$ cat src/rtl/expr_vector_sequencer_pkg.sv
// Shared types, widths and helper functions for the expression vector sequencer.
package expr_vector_sequencer_pkg;

  localparam int unsigned OPND_W = 30;
  localparam int unsigned Y_W    = 90;
  localparam int unsigned SIG_W  = 32;
  localparam int unsigned LFSR_W = 64;

  // Fibonacci taps 64,63,61,60 expressed as zero-based bit masks.
  localparam logic [LFSR_W-1:0] LFSR_TAPS = 64'hD800_0000_0000_0000;
  // MISR feedback from sig[31], sig[21], sig[1], sig[0].
  localparam logic [SIG_W-1:0]  MISR_TAPS = 32'h8020_0003;

  // Operand packing {x5,x4,x3,x2,x1,x0}: field LSB positions and widths.
  localparam int unsigned OPND_FIELD_LSB [6] = '{0, 4, 9, 15, 19, 24};
  localparam int unsigned OPND_FIELD_W   [6] = '{4, 5, 6, 4, 5, 6};

  typedef enum logic [2:0] {
    StIdle,
    StApply,
    StSettle,
    StCheck,
    StDone
  } state_e;

  function automatic logic [LFSR_W-1:0] lfsr_next(input logic [LFSR_W-1:0] s);
    return {s[LFSR_W-2:0], ^(s & LFSR_TAPS)};
  endfunction

  function automatic logic [SIG_W-1:0] misr_next(input logic [SIG_W-1:0] sig,
                                                 input logic [Y_W-1:0]   y);
    return {sig[SIG_W-2:0], ^(sig & MISR_TAPS)} ^ y[31:0] ^ y[63:32] ^ {6'b0, y[89:64]};
  endfunction

endpackage

$ cat src/rtl/expr_vector_sequencer_if.sv
// Control/result and operand/result bus between regression control, sequencer and datapaths.
interface expr_vector_sequencer_if
  import expr_vector_sequencer_pkg::*;
#(
  parameter int unsigned IDX_W = 16
);

  logic             start;
  logic [IDX_W-1:0] num_vectors;
  logic [31:0]      seed;
  logic [OPND_W-1:0] opnd_a;
  logic [OPND_W-1:0] opnd_b;
  logic [Y_W-1:0]   y_dut;
  logic [Y_W-1:0]   y_ref;
  logic             busy;
  logic             done;
  logic [IDX_W-1:0] mismatch_count;
  logic             first_fail_valid;
  logic [IDX_W-1:0] first_fail_idx;
  logic [SIG_W-1:0] signature;

  modport master (
    output start, num_vectors, seed, y_dut, y_ref,
    input  opnd_a, opnd_b, busy, done, mismatch_count, first_fail_valid, first_fail_idx,
           signature
  );

  modport slave (
    input  start, num_vectors, seed, y_dut, y_ref,
    output opnd_a, opnd_b, busy, done, mismatch_count, first_fail_valid, first_fail_idx,
           signature
  );

endinterface

$ cat src/rtl/expr_vector_sequencer_lfsr64.sv
// 64-bit Fibonacci LFSR with synchronous load (priority) and single-step advance.
module lfsr64
  import expr_vector_sequencer_pkg::*;
(
  input  logic              clk,
  input  logic              rst_n,
  input  logic              load_i,
  input  logic [LFSR_W-1:0] seed_i,
  input  logic              step_i,
  output logic [LFSR_W-1:0] state_o
);

  logic [LFSR_W-1:0] state_q, state_d;

  always_comb begin
    state_d = state_q;
    if (load_i) begin
      state_d = seed_i;
    end else if (step_i) begin
      state_d = lfsr_next(state_q);
    end
  end

  always_ff @(posedge clk or negedge rst_n) begin
    if (!rst_n) begin
      state_q <= '0;
    end else begin
      state_q <= state_d;
    end
  end

  assign state_o = state_q;

endmodule

$ cat src/rtl/expr_vector_sequencer.sv
// Applies LFSR operand vectors to DUT and golden datapaths, checks results, builds a MISR.
module expr_vector_sequencer
  import expr_vector_sequencer_pkg::*;
#(
  parameter int unsigned SETTLE_CYCLES = 2,
  parameter int unsigned IDX_W         = 16
) (
  input  logic                   clk,
  input  logic                   rst_n,
  expr_vector_sequencer_if.slave bus_io
);

  state_e            state_q, state_d;
  logic [IDX_W-1:0]  idx_q, idx_d;
  logic [IDX_W-1:0]  nvec_q, nvec_d;
  logic [7:0]        cnt_q, cnt_d;
  logic [OPND_W-1:0] opa_q, opa_d;
  logic [OPND_W-1:0] opb_q, opb_d;
  logic              busy_q, busy_d;
  logic              done_q, done_d;
  logic [IDX_W-1:0]  mcount_q, mcount_d;
  logic              ffv_q, ffv_d;
  logic [IDX_W-1:0]  ffi_q, ffi_d;
  logic [SIG_W-1:0]  sig_q, sig_d;

  logic              lfsr_load;
  logic              lfsr_step;
  logic [LFSR_W-1:0] lfsr_state;
  logic              unused_lfsr_msbs;

  lfsr64 u_lfsr (
    .clk     (clk),
    .rst_n   (rst_n),
    .load_i  (lfsr_load),
    .seed_i  ({bus_io.seed, ~bus_io.seed}),
    .step_i  (lfsr_step),
    .state_o (lfsr_state)
  );

  assign unused_lfsr_msbs = ^lfsr_state[63:60];

  always_comb begin
    state_d   = state_q;
    idx_d     = idx_q;
    nvec_d    = nvec_q;
    cnt_d     = cnt_q;
    opa_d     = opa_q;
    opb_d     = opb_q;
    busy_d    = busy_q;
    done_d    = 1'b0;
    mcount_d  = mcount_q;
    ffv_d     = ffv_q;
    ffi_d     = ffi_q;
    sig_d     = sig_q;
    lfsr_load = 1'b0;
    lfsr_step = 1'b0;

    // busy covers the done pulse cycle, then drops.
    if (done_q) begin
      busy_d = 1'b0;
    end

    unique case (state_q)
      StIdle: begin
        // busy_q is still high during the done pulse; a start there is ignored.
        if (bus_io.start && !busy_q) begin
          lfsr_load = 1'b1;
          idx_d     = '0;
          nvec_d    = bus_io.num_vectors;
          mcount_d  = '0;
          ffv_d     = 1'b0;
          ffi_d     = '0;
          sig_d     = '0;
          busy_d    = 1'b1;
          state_d   = (bus_io.num_vectors == '0) ? StDone : StApply;
        end
      end
      StApply: begin
        opa_d   = lfsr_state[29:0];
        opb_d   = lfsr_state[59:30];
        cnt_d   = 8'(SETTLE_CYCLES);
        state_d = StSettle;
      end
      StSettle: begin
        cnt_d = cnt_q - 8'd1;
        if (cnt_q == 8'd1) begin
          state_d = StCheck;
        end
      end
      StCheck: begin
        if (bus_io.y_dut != bus_io.y_ref) begin
          mcount_d = mcount_q + IDX_W'(1);
          if (!ffv_q) begin
            ffv_d = 1'b1;
            ffi_d = idx_q;
          end
        end
        sig_d     = misr_next(sig_q, bus_io.y_dut);
        lfsr_step = 1'b1;
        if (idx_q == nvec_q - IDX_W'(1)) begin
          state_d = StDone;
        end else begin
          idx_d   = idx_q + IDX_W'(1);
          state_d = StApply;
        end
      end
      StDone: begin
        done_d  = 1'b1;
        state_d = StIdle;
      end
      default: state_d = StIdle;
    endcase
  end

  always_ff @(posedge clk or negedge rst_n) begin
    if (!rst_n) begin
      state_q  <= StIdle;
      idx_q    <= '0;
      nvec_q   <= '0;
      cnt_q    <= '0;
      opa_q    <= '0;
      opb_q    <= '0;
      busy_q   <= 1'b0;
      done_q   <= 1'b0;
      mcount_q <= '0;
      ffv_q    <= 1'b0;
      ffi_q    <= '0;
      sig_q    <= '0;
    end else begin
      state_q  <= state_d;
      idx_q    <= idx_d;
      nvec_q   <= nvec_d;
      cnt_q    <= cnt_d;
      opa_q    <= opa_d;
      opb_q    <= opb_d;
      busy_q   <= busy_d;
      done_q   <= done_d;
      mcount_q <= mcount_d;
      ffv_q    <= ffv_d;
      ffi_q    <= ffi_d;
      sig_q    <= sig_d;
    end
  end

  assign bus_io.opnd_a           = opa_q;
  assign bus_io.opnd_b           = opb_q;
  assign bus_io.busy             = busy_q;
  assign bus_io.done             = done_q;
  assign bus_io.mismatch_count   = mcount_q;
  assign bus_io.first_fail_valid = ffv_q;
  assign bus_io.first_fail_idx   = ffi_q;
  assign bus_io.signature        = sig_q;

endmodule

$ cat src/flat_wrapper.sv
// flat-port wrapper written by rule: the top's interface ports become plain ports
module expr_vector_sequencer_flat import expr_vector_sequencer_pkg::*;
#(
  parameter int unsigned SETTLE_CYCLES = 2,
  parameter int unsigned IDX_W         = 16
)
  (clk, rst_n, bus_io_start, bus_io_num_vectors, bus_io_seed, bus_io_y_dut, bus_io_y_ref, bus_io_opnd_a, bus_io_opnd_b, bus_io_busy, bus_io_done, bus_io_mismatch_count, bus_io_first_fail_valid, bus_io_first_fail_idx, bus_io_signature);
  expr_vector_sequencer_if #(.IDX_W(IDX_W)) bus_io_i ();
  input  logic clk;
  input  logic rst_n;
  input wire logic [$bits(bus_io_i.start)-1:0] bus_io_start;
  input wire logic [$bits(bus_io_i.num_vectors)-1:0] bus_io_num_vectors;
  input wire logic [$bits(bus_io_i.seed)-1:0] bus_io_seed;
  input wire logic [$bits(bus_io_i.y_dut)-1:0] bus_io_y_dut;
  input wire logic [$bits(bus_io_i.y_ref)-1:0] bus_io_y_ref;
  output wire logic [$bits(bus_io_i.opnd_a)-1:0] bus_io_opnd_a;
  output wire logic [$bits(bus_io_i.opnd_b)-1:0] bus_io_opnd_b;
  output wire logic [$bits(bus_io_i.busy)-1:0] bus_io_busy;
  output wire logic [$bits(bus_io_i.done)-1:0] bus_io_done;
  output wire logic [$bits(bus_io_i.mismatch_count)-1:0] bus_io_mismatch_count;
  output wire logic [$bits(bus_io_i.first_fail_valid)-1:0] bus_io_first_fail_valid;
  output wire logic [$bits(bus_io_i.first_fail_idx)-1:0] bus_io_first_fail_idx;
  output wire logic [$bits(bus_io_i.signature)-1:0] bus_io_signature;
  assign bus_io_i.start = bus_io_start;
  assign bus_io_i.num_vectors = bus_io_num_vectors;
  assign bus_io_i.seed = bus_io_seed;
  assign bus_io_i.y_dut = bus_io_y_dut;
  assign bus_io_i.y_ref = bus_io_y_ref;
  assign bus_io_opnd_a = bus_io_i.opnd_a;
  assign bus_io_opnd_b = bus_io_i.opnd_b;
  assign bus_io_busy = bus_io_i.busy;
  assign bus_io_done = bus_io_i.done;
  assign bus_io_mismatch_count = bus_io_i.mismatch_count;
  assign bus_io_first_fail_valid = bus_io_i.first_fail_valid;
  assign bus_io_first_fail_idx = bus_io_i.first_fail_idx;
  assign bus_io_signature = bus_io_i.signature;
  expr_vector_sequencer #(.SETTLE_CYCLES(SETTLE_CYCLES), .IDX_W(IDX_W)) u_core (.clk(clk), .rst_n(rst_n), .bus_io(bus_io_i));
endmodule
$ cat config.mk
export PLATFORM = sky130hd
export DESIGN_NAME = expr_vector_sequencer_flat
export DESIGN_NICKNAME = d
export VERILOG_FILES = /design/src/rtl/expr_vector_sequencer_pkg.sv /design/src/rtl/expr_vector_sequencer_if.sv /design/src/rtl/expr_vector_sequencer_lfsr64.sv /design/src/rtl/expr_vector_sequencer.sv /design/src/flat_wrapper.sv
export SDC_FILE = /design/constraint.sdc
export NUM_CORES = 1
export LEC_CHECK = 0
export BUFFER_PORTS_ARGS = -buffer_cell sky130_fd_sc_hd__buf_2
export CAP_MARGIN = 20
export CORE_MARGIN = 3
export CORE_UTILIZATION = 29
export CTS_CLUSTER_SIZE = 16
export DETAILED_ROUTE_END_ITERATION = 8
export HOLD_SLACK_MARGIN = 0.1
export PLACE_DENSITY = 0.56
export SKIP_CTS_REPAIR_TIMING = 1
export SYNTH_ARGS = -nofsm -noshare
export SYNTH_HDL_FRONTEND = slang
export SYNTH_HIERARCHICAL = 1
export SYNTH_SLANG_ARGS = --single-unit
$ cat constraint.sdc
create_clock -name clk -period 4.3 [get_ports clk]
set_clock_uncertainty 0.15 [all_clocks]
set_input_delay 0.86 -clock clk [delete_from_list [all_inputs] [get_ports clk]]
set_output_delay 0.86 -clock clk [all_outputs]
set_load 0.02 [all_outputs]
; ---- Yosys cells after proc, flatten, opt, wreduce, memory -nomap -nowiden
; Cells that the tools add are included.
[classes]
n_bitwise = 4
n_addsub = 4
reduce_logical = 15
muxes = 28
eq_ne = 12
[op_table]
columns = cell, count
row1 = 2-to-1 mux 64 bit, 2
row2 = case mux 16 bit (2 select lines), 3
row3 = inequality test 90 bit, 1
row4 = 2-to-1 mux 16 bit, 5
row5 = case mux 32 bit (2 select lines), 1
row6 = XOR reduction 64 bit, 1
row7 = bitwise XOR 32 bit, 2
row8 = adder 16 x 1 -> 16 bit (second input constant), 2
row9 = 2-to-1 mux 32 bit, 1
row10 = inverter 32 bit, 1
row11 = XOR reduction 32 bit, 1
row12 = bitwise XOR 32 x 26 -> 32 bit, 1
row13 = == test 16 bit, 1
row14 = logical NOT 16 bit, 1
row15 = case mux 8 bit (2 select lines), 1
row16 = subtractor 16 x 1 -> 16 bit (second input constant), 1
row17 = 2-to-1 mux 3 bit, 4
row18 = case mux 3 bit (4 select lines), 1
row19 = 2-to-1 mux 1 bit, 9
row20 = == test 8 x 1 -> 1 bit (second input constant), 1
row21 = subtractor 8 x 1 -> 8 bit (second input constant), 1
row22 = == test 3 x 2 -> 1 bit (second input constant), 2
row23 = inequality test 2 x 1 -> 1 bit (second input constant), 3
row24 = AND reduction 2 bit, 3
row25 = other kinds (10), 14
[totals]
word_cells = 76
inputBits = 231
reg_bits = 234

; ---- Depth between registers and ports, before layout
; Gate-level depths: netlist (run 1).
[logic_depth]
depth_word = 5
depth_mapped = 11

; ---- Cells and area by module
; The synthesis (run 1) kept the hierarchy.
[modules_own_cells]
columns = mod, area_each_um2, n_inst, cells_each, seq_area_each_um2
row1 = expr_vector_sequencer, 9793.1, 1, 1112, 4254.1
row2 = lfsr64, 2970.3, 1, 281, 1601.5

; ---- Worst setup path after synthesis (run 1)
; OpenSTA, ideal clock, no wires.
[synth_path]
path_kind = input to register
start = input port bus_io_y_dut[64]
end = register u_core.ffi_q[10], in the netlist u_core/bus_io.first_fail_idx[10]
cell_stages = 9
t_arrival_ns = 2.503
slack_ns = 1.517
required_ns = 4.019
setup_ns = 0.131
cell_sequence = xor2_1 nor4_1 nand4_1 nor4_1 a31oi_1 nor2b_1 clkbuf_1 buf_2 mux2i_1
[synth_via]
elab_chain_cells = 3
[synth_rtl]
columns = item, line_no
row1 = start: declaration, flat_wrapper.sv:14  ; input wire logic [$bits(bus_io_i.y_dut)-1:0] bus_io_y_dut;
row2 = inequality test 90 bit, expr_vector_sequencer.sv:91  ; if (bus_io.y_dut != bus_io.y_ref) begin
row3 = inequality test 2 x 1 -> 1 bit (no source line), -
row4 = AND reduction 4 bit (no source line), -
row5 = end signal: assignment, expr_vector_sequencer.sv:140  ; ffi_q <= ffi_d;
row6 = end: declaration, expr_vector_sequencer.sv:23  ; logic [IDX_W-1:0] ffi_q, ffi_d;
; Every way passes these cells.
; A chain may end at the register's enable or synchronous reset.

; ---- Worst setup path after layout (run 1)
[layout_path]
start = input port bus_io_y_dut[64]
end = register u_core.mcount_q[12], in the netlist u_core/bus_io.mismatch_count[12]
[layout_via]
elab_chain_cells = 3
[layout_rtl]
columns = item, line_no
row1 = inequality test 90 bit, expr_vector_sequencer.sv:91
row2 = inequality test 2 x 1 -> 1 bit (no source line), -
row3 = AND reduction 3 bit (no source line), -
row4 = end signal: assignment, expr_vector_sequencer.sv:138  ; mcount_q <= mcount_d;
row5 = end: declaration, expr_vector_sequencer.sv:21  ; logic [IDX_W-1:0] mcount_q, mcount_d;
; Every way passes these cells.

==> results of run 1 <==
[cell type report]
cell class | count | share of cell area
Sequential cell | 234 | 0.363
Clock buffer | 43 | 0.0520
Antenna cell | 3 | 0.000465
Multi-Input combinational cell | 1021 | 0.392
Inverter | 71 | 0.0168
Clock inverter | 9 | 0.00954
Timing Repair Buffer | 372 | 0.121
Tap cell | 585 | 0.0454
[registers in the layout, indices dropped and copies added, names as in the netlist]
signal                          count
u_core/cnt_q                        8
u_core/bus_io.done                  1
u_core/idx_q                       16
u_core/nvec_q                      16
u_core/bus_io.signature            32
u_core/bus_io.opnd_b               30
u_core/u_lfsr/state_o              64
u_core/bus_io.first_fail_valid      1
u_core/bus_io.first_fail_idx       16
u_core/bus_io.mismatch_count       16
u_core/state_q                      3
u_core/bus_io.opnd_a               30
u_core/bus_io.busy                  1
[metrics by stage]
| stage | total power, uW | cell area (um2) | worst slack (ps) | std cells | util |
|---|---|---|---|---|---|
| after floorplan | 3620 | 12800 | 1520 | 1393 | - |
| after global placement | 4290 | 15100 | 367 | 2283 | 0.350 |
| after detailed placement | 4300 | 15100 | 387 | 2283 | 0.350 |
| after CTS | 6920 | 16100 | 971 | 2335 | 0.373 |
| after global routing | 7190 | 16100 | 689 | 2337 | 0.373 |
| final | 6810 | 16100 | 878 | 2338 | 0.373 |
[power by group]
group | switching (uW) | internal (uW)
Sequential | 194 | 2430
Combinational | 1020 | 603
Clock | 981 | 1580
Total | 2200 | 4610
[worst reg2reg max path, stage by stage, from the launching register on]
cell and delay [ps]:
dfrtp_1 500, nor4_4 750, o211ai_1 190, a21o_1 230, o311ai_2 350, nor4b_4 70
buf_4 210, or4_1 540, a21oi_1 150
[routing by layer]
metal / routed length [um] / global-route usage
met5: 0 / 0
met3: 2170 / 0.0342
met4: 867 / 0.0397
met1: 20400 / 0.259
met2: 20100 / 0.291
[cells by family after synthesis]
| kind of cell | synth area share |
|---|---|
| multiplexers | 0.0722 |
| buffers and inverters | 0.0470 |
| XOR/XNOR | 0.143 |
| adder cells (fa/ha/maj) | 0.00490 |
| flip-flops | 0.459 |
| AO/OA/AOI/OAI | 0.0865 |
| AND/OR/NAND/NOR | 0.188 |
[final timing paths]
path	start	to	slack [ps]
max	bus_io_y_dut[64]	u_core/bus_io.mismatch_count[12]	880
min	rst_n	u_core/bus_io.opnd_b[6]	130
max reg2reg	u_core/nvec_q[4]	u_core/idx_q[15]	1090
min reg2reg	u_core/bus_io.opnd_a[10]	u_core/bus_io.opnd_a[10]	320
max in group asynchronous	rst_n	u_core/bus_io.opnd_b[22]	2870
min in group clk	u_core/bus_io.opnd_a[10]	u_core/bus_io.opnd_a[10]	320
[layout by cell type (no fill, tap or decap), drive strengths merged, types with 7 or more instances in the layout]
| master | instances |
|---|---|
| nor3 | 15 |
| and2 | 7 |
| a21oi | 15 |
| xnor2 | 122 |
| nand4 | 24 |
| inv | 72 |
| xor2 | 86 |
| nor4 | 32 |
| mux2i | 91 |
| a31oi | 7 |
| nand3 | 46 |
| o211ai | 8 |
| o31ai | 7 |
| clkbuf | 43 |
| o21ai | 133 |
| nand2 | 329 |
| or3 | 10 |
| dfrtp | 234 |
| buf | 372 |
| nor2 | 31 |
==> impl_results.md, run 1 <==
* Top area cells in the synthesized netlist: dfrtp_1, nand2_1, xnor2_1, mux2i_1, xor2_1
* Worst path slowest cell: nor4_1
* Layout cells sized above 1 at 0.249
* Nets@finish at 1965
* Asr flop ratio synth at 1.00
* Skew-Pair Late Insertion Delay at 560 ps
* Setup violations, final at 0
* P&R area growth vs syn at 26.4%
* FF/Latch Area at 5860 um2
* Post-synth EDFFs at 0
* Largest net degree at the start of global routing at 78
* Total CTS buffers at 29
* Startpoint types: input pin
* Hpwl dp at 32.6 mm
* GRT Util Overall at 0.182
* Tightest Pin Transition at 1100 ps
* WL/cell at 18.6 um
* Multi-input gate area at 6330 um2
* CTS sink cnt at 234
* WP buf/inv at 2
* Post-synthesis cell type count at 58
* Critical path's top delay family: simple AND/OR/NAND/NOR gates
* Global route overflow at 0
* Sequential share of the synthesized area at 0.459
* Initial antenna violation count at 2
* Width of the die at 216 um
* Final hold slack at 129 ps
* Via Count at 11030
* Total Wirelength at 43.5 mm
* H-Tree Depth at 1
* CTS max path bufs at 3
* Reg clk slew, reported paths at 60 ps
* Die area at 46600 um2
* WS Path Type: input pin to flop
* CP Capture Type: flop
* Root buf cell: clkbuf_16
* Setup_tns at 0 ps
* Final Hold Vio Count at 0
* Vias in the first global route at 11088
* Leading cell types by count after synthesis: nand2_1, dfrtp_1, xnor2_1, mux2i_1, xor2_1
* Initial core utilization at 0.295
* CP max FO at 21
* FMAX at 292 MHz
* Max_cap viols at 0
* P per Cell Area at 422 nW/um2
* Slew margin rel. at 0.261
* Initial DRC Count at 663
* Leakage at 0.00743 uW
* Synth Register Bits at 234
* Reg2Reg Depth at 8
* Primary FF master, synth: dfrtp_1
* VDD IR max at 460 uV
* Share of the synthesized area in the top cell type at 0.459
* Post-route DRC at 0
* Final ANT Viol Nets at 0
* Crit path DAT at 3750 ps
* Mapped cell area at 12800 um2
* Max incr delay on CP at 700 ps
* Post-synthesis cell count at 1393
* First-pass DRT Iterations at 5
* Via-per-instance ratio at 4.72
* Crit path time final at 3420 ps
* TritonCTS clock tree: yes
* Most used cell, CP: nor4_1
* Fin. max-slew vios at 0
* Tcrit/Tclk final at 0.796
* # fillers at 4502
* Syn avg cell area at 9.16 um2
* Final Wtd Congestion at 0.955
* RSZ-0062 raised after global routing: no
* Critical path depth in cells at 9
* Die span in y at 216 um
* Worst Path Required at 4620 ps
* Mapped Nets at 1629
* Critical-path cell list: buf_2, xor2_1, nor4_1, nand4_1, nor4_1, a31oi_2, buf_4, or2_2, o21ai_0
* Row Count at 76
* Synth area leader: dfrtp_1
* Core area at 43300 um2
* Status: complete, no violations
* # IOs at 358
* Yosys warns at 6
* Hold crit path type: input pin to async pin
* Count leader, synth: nand2_1
* First-pass GRT wire length at 66.7 mm
* PortBufs at 357
No activity file was read; power rests on OpenSTA's default activity.
==> run 2: changes to the inputs <==
clock period = 3.2 ns   (was 4.3 ns; I/O delays follow)
==> impl_results.md, run 2 (synthesis results as in run 1) <==
* DP Cell Count at 2318
* Die span in y at 216 um
* CTS sink cnt at 234
* P&R area growth vs syn at 29.2%
* Status: complete, no violations
* Commonest non-fill, non-tap cell in the layout: buf_2
* Total Wirelength at 43.1 mm
* Hpwl dp at 33.0 mm
* Global route overflow at 0
* First-pass GRT wire length at 66.6 mm
* Max_cap viols at 0
* Slew margin rel. at 0.503
* Skew-Pair Late Insertion Delay at 560 ps
* Leakage at 0.00763 uW
* Initial core utilization at 0.295
* Final Hold Vio Count at 0
* Hold crit path type: input pin to flop
* Largest net degree at the start of global routing at 68
* GRT Util Overall at 0.182
* Initial DRC Count at 619
* First-pass DRT Iterations at 5
* Post-route DRC at 0
* CP Capture Type: flop
* Total CTS buffers at 28
* Tcrit/Tclk final at 0.927
* Vias in the first global route at 11133
* Fin. max-slew vios at 0
* Core area at 43300 um2
* Setup violations, final at 0
* Tightest Pin Transition at 738 ps
* # IOs at 358
* Non-Filler Instances at 2373
* VDD IR max at 411 uV
* Via-per-instance ratio at 4.60
* Crit path DAT at 3300 ps
* Worst Path Required at 3530 ps
* CP max FO at 25
* Final ANT Viol Nets at 0
* TritonCTS clock tree: yes
* WS Path Type: flop to flop
* H-Tree Depth at 1
* PortBufs at 357
* Largest register FFs at 64
* PnR Total Power at 9160 uW
* RSZ-0062 raised after global routing: no
* Nets@finish at 2000
* Reg clk slew, reported paths at 60 ps
* Initial antenna violation count at 2
* Die area at 46600 um2
* Width of the die at 216 um
* P per Cell Area at 556 nW/um2
* Root buf cell: clkbuf_16
* FMAX at 337 MHz
* CTS max path bufs at 3
* Most frequent cells in the layout: buf_2, nand2_1, dfrtp_1
* WL/cell at 18.1 um
* Crit path time final at 2970 ps
* Startpoint types: flop
* Final Wtd Congestion at 0.937
* Via Count at 10905
* Row Count at 76
* Layout cells sized above 1 at 0.267
## run 2: cell types whose count changed in the layout (fill, tap and decap cells not counted), moves of 2 or more
cell,before,now
buf_4,12,41
buf_12,3,8
clkbuf_1,8,3
clkinv_2,2,5
clkinvlp_4,2,4
## run 2: per-stage QoR
stage	hold WS, ps	cell area [um2]	setup WS (ps)	util	TNS, ps
global placement	306	15500	-217	0.357	-3630
CTS	-109	16400	69.7	0.380	0
detailed placement	307	15500	-237	0.357	-3800
finish	146	16500	233	0.381	0
global route	141	16500	36.6	0.381	0
floorplan	194	12800	585	-	0
## run 2: report_power, final
part           switching [uW]  total, uW  internal [uW]
Sequential                237       3510           3270
Combinational            1390       2240            857
Clock                    1360       3410           2050
Total                    2980       9160           6180
## run 2: layer usage
metal	routed length, um	up-vias	GRT usage
li1	-	5411	-
met1	20100	5214	0.252
met2	20300	220	0.299
met3	1870	60	0.0304
met4	848	0	0.0390
met5	0	-	0
## run 2: worst paths after layout
path,from,to,slack (ps),depth (start not counted)
worst max-delay path,u_core/nvec_q[0],u_core/idx_q[3],230,11
worst min-delay path,bus_io_num_vectors[13],u_core/nvec_q[13],150,3
worst max register to register,u_core/nvec_q[0],u_core/idx_q[3],230,11
worst min register to register,u_core/bus_io.opnd_b[18],u_core/bus_io.opnd_b[18],320,2
max in group asynchronous,rst_n,u_core/u_lfsr/state_o[44],1590,3
min in group asynchronous,rst_n,u_core/bus_io.opnd_a[8],490,2
## run 2: area by class of cell
cell class	count	area, um2
Fill cell	4421	26800
Multi-Input combinational cell	1021	6350
Sequential cell	234	5860
Timing Repair Buffer	408	2290
Clock buffer	36	781
Tap cell	585	732
Inverter	71	272
Clock inverter	16	209
Antenna cell	2	5.00
## run 2: critical path, stage by stage (launching register included)
cell and delay (ps):
dfrtp_1 460, inv_1 90, ha_1 240, nor3b_2 190, buf_4 180, and2_1 160
a311oi_1 350, nand4_2 180, nor4b_4 310, buf_6 230, nand4b_1 150, mux2i_1 190
==> run 3: changes to the inputs <==
CORE_ASPECT_RATIO = 1.1   (was default)
GPL_TIMING_DRIVEN = 0   (was default)
==> impl_results.md, run 3 (synthesis results as in run 1) <==
* H-Tree Depth at 1
* Vias in the first global route at 11655
* Root buf cell: clkbuf_16
* Via-per-instance ratio at 4.72
* Final hold slack at 135 ps
* Critical-path cell list: inv_1, ha_1, nor3b_2, buf_2, nand3_1, xnor2_1, o21ai_0, nor4b_4, buf_4, buf_4, or4_1, a21oi_1
* Max_cap viols at 0
* Setup_tns at 0 ps
* TritonCTS clock tree: yes
* Most used cell, CP: buf_4
* Startpoint types: flop
* Initial core utilization at 0.298
* WS Path Type: flop to flop
* Setup slack after layout at 167 ps
* Met2 global-route usage at 0.322
* PortBufs at 357
* First-pass DRT Iterations at 4
* Setup violations, final at 0
* Crit path time final at 3030 ps
* Hpwl dp at 35.7 mm
* Top Usage Layer GRT: met2
* Placed cell areas at 15300 um2
* Tightest Pin Transition at 806 ps
* P per Cell Area at 570 nW/um2
* Slew margin rel. at 0.463
* VDD IR max at 362 uV
* Initial DRC Count at 584
* Layout cells sized above 1 at 0.247
* Largest register FFs at 64
* CP Capture Type: flop
* CP max FO at 10
* WP buf/inv at 4
* Largest net degree at the start of global routing at 109
* Global Route met3 Usage at 0.0336
* Post-route DRC at 0
* CTS sink cnt at 234
* M1 GR Usage at 0.247
* Worst Path Required at 3520 ps
* Reg clk slew, reported paths at 50 ps
* Width of the die at 206 um
* Max incr delay on CP at 490 ps
* Final ANT Viol Nets at 0
* Reg2reg setup slack at 170 ps
* Die area at 46600 um2
* Tcrit/Tclk final at 0.948
* Die span in y at 226 um
* WHS Path Cells at 3
* Nets@finish at 2026
* Pre-CTS setup slack at -450 ps
* Skew-Pair Late Insertion Delay at 560 ps
* Initial antenna violation count at 6
* Final Wtd Congestion at 0.937
* Via Count at 11257
* Global route overflow at 0
* Hold crit path type: input pin to flop
* First-pass GRT wire length at 68.3 mm
* Leakage at 0.00761 uW
* Total Wirelength at 45.0 mm
* GRT Util Overall at 0.188
* Total CTS buffers at 30
* WL/cell at 18.9 um
* CTS max path bufs at 3
* Status: complete, no violations
* Critical path's top delay family: simple AND/OR/NAND/NOR gates
* Final Hold Vio Count at 0
* # IOs at 358
* Commonest non-fill, non-tap cell in the layout: buf_2
* Row Count at 79
* Reg2Reg Depth at 12
* Fin area at 16500 um2
* Critical path depth in cells at 12
* Most frequent cells in the layout: buf_2, nand2_1, dfrtp_1
* Fin. max-slew vios at 0
* Core area at 42900 um2
* Worst path slowest cell: or4_1
* Crit path DAT at 3350 ps
* FMAX at 330 MHz
* P&R area growth vs syn at 29.1%
run 3: area by class of cell:
cell class                 count  area, um2
tap                          567        709
antenna                        2       5.00
clock buffer                  44        873
multi-input combinational   1021       6330
buffer                        67        333
fill                        4393      26400
clock inverter                12        205
sequential                   234       5860
timing repair buffer         365       1900
inverter                      71        267
run 3: per-layer routing:
metal / vias up / share of wire
li1: 5464 / -
met1: 5422 / 0.43
met2: 301 / 0.49
met3: 64 / 0.056
met4: 6 / 0.024
met5: - / 0.00091
run 3: worst paths after layout:
check / startpoint / end
setup / recovery: u_core/nvec_q[0] / u_core/idx_q[15]
hold / removal: bus_io_num_vectors[9] / u_core/nvec_q[9]
setup reg to reg: u_core/nvec_q[0] / u_core/idx_q[15]
hold reg to reg: u_core/bus_io.done / u_core/bus_io.busy
max in group asynchronous: rst_n / u_core/bus_io.signature[24]
min in group asynchronous: rst_n / u_core/u_lfsr/state_o[45]
run 3: worst reg2reg max path, cell delays in order, from the launching register on:
cell and delay [ps]:
dfrtp_1 450, inv_1 110, ha_1 190, nor3b_2 260, buf_2 270, nand3_1 120, xnor2_1 160, o21ai_0 120
nor4b_4 160, buf_4 170, buf_4 130, or4_1 490, a21oi_1 150
run 3: power breakdown:
| part | switching [uW] | total (uW) | internal, uW | leakage (uW) |
|---|---|---|---|---|
| clock network | 1360 | 3650 | 2290 | 0.000522 |
| logic | 1410 | 2240 | 834 | 0.00445 |
| registers | 230 | 3500 | 3270 | 0.00264 |
run 3: metrics by stage:
step | total power, uW | util | cells
detailed placement | 5800 | 0.357 | 2319
global route | 9900 | 0.384 | 2382
finish | 9390 | 0.384 | 2383
floorplan | 4860 | - | 1393
global placement | 5760 | 0.356 | 2317
CTS | 9540 | 0.382 | 2375
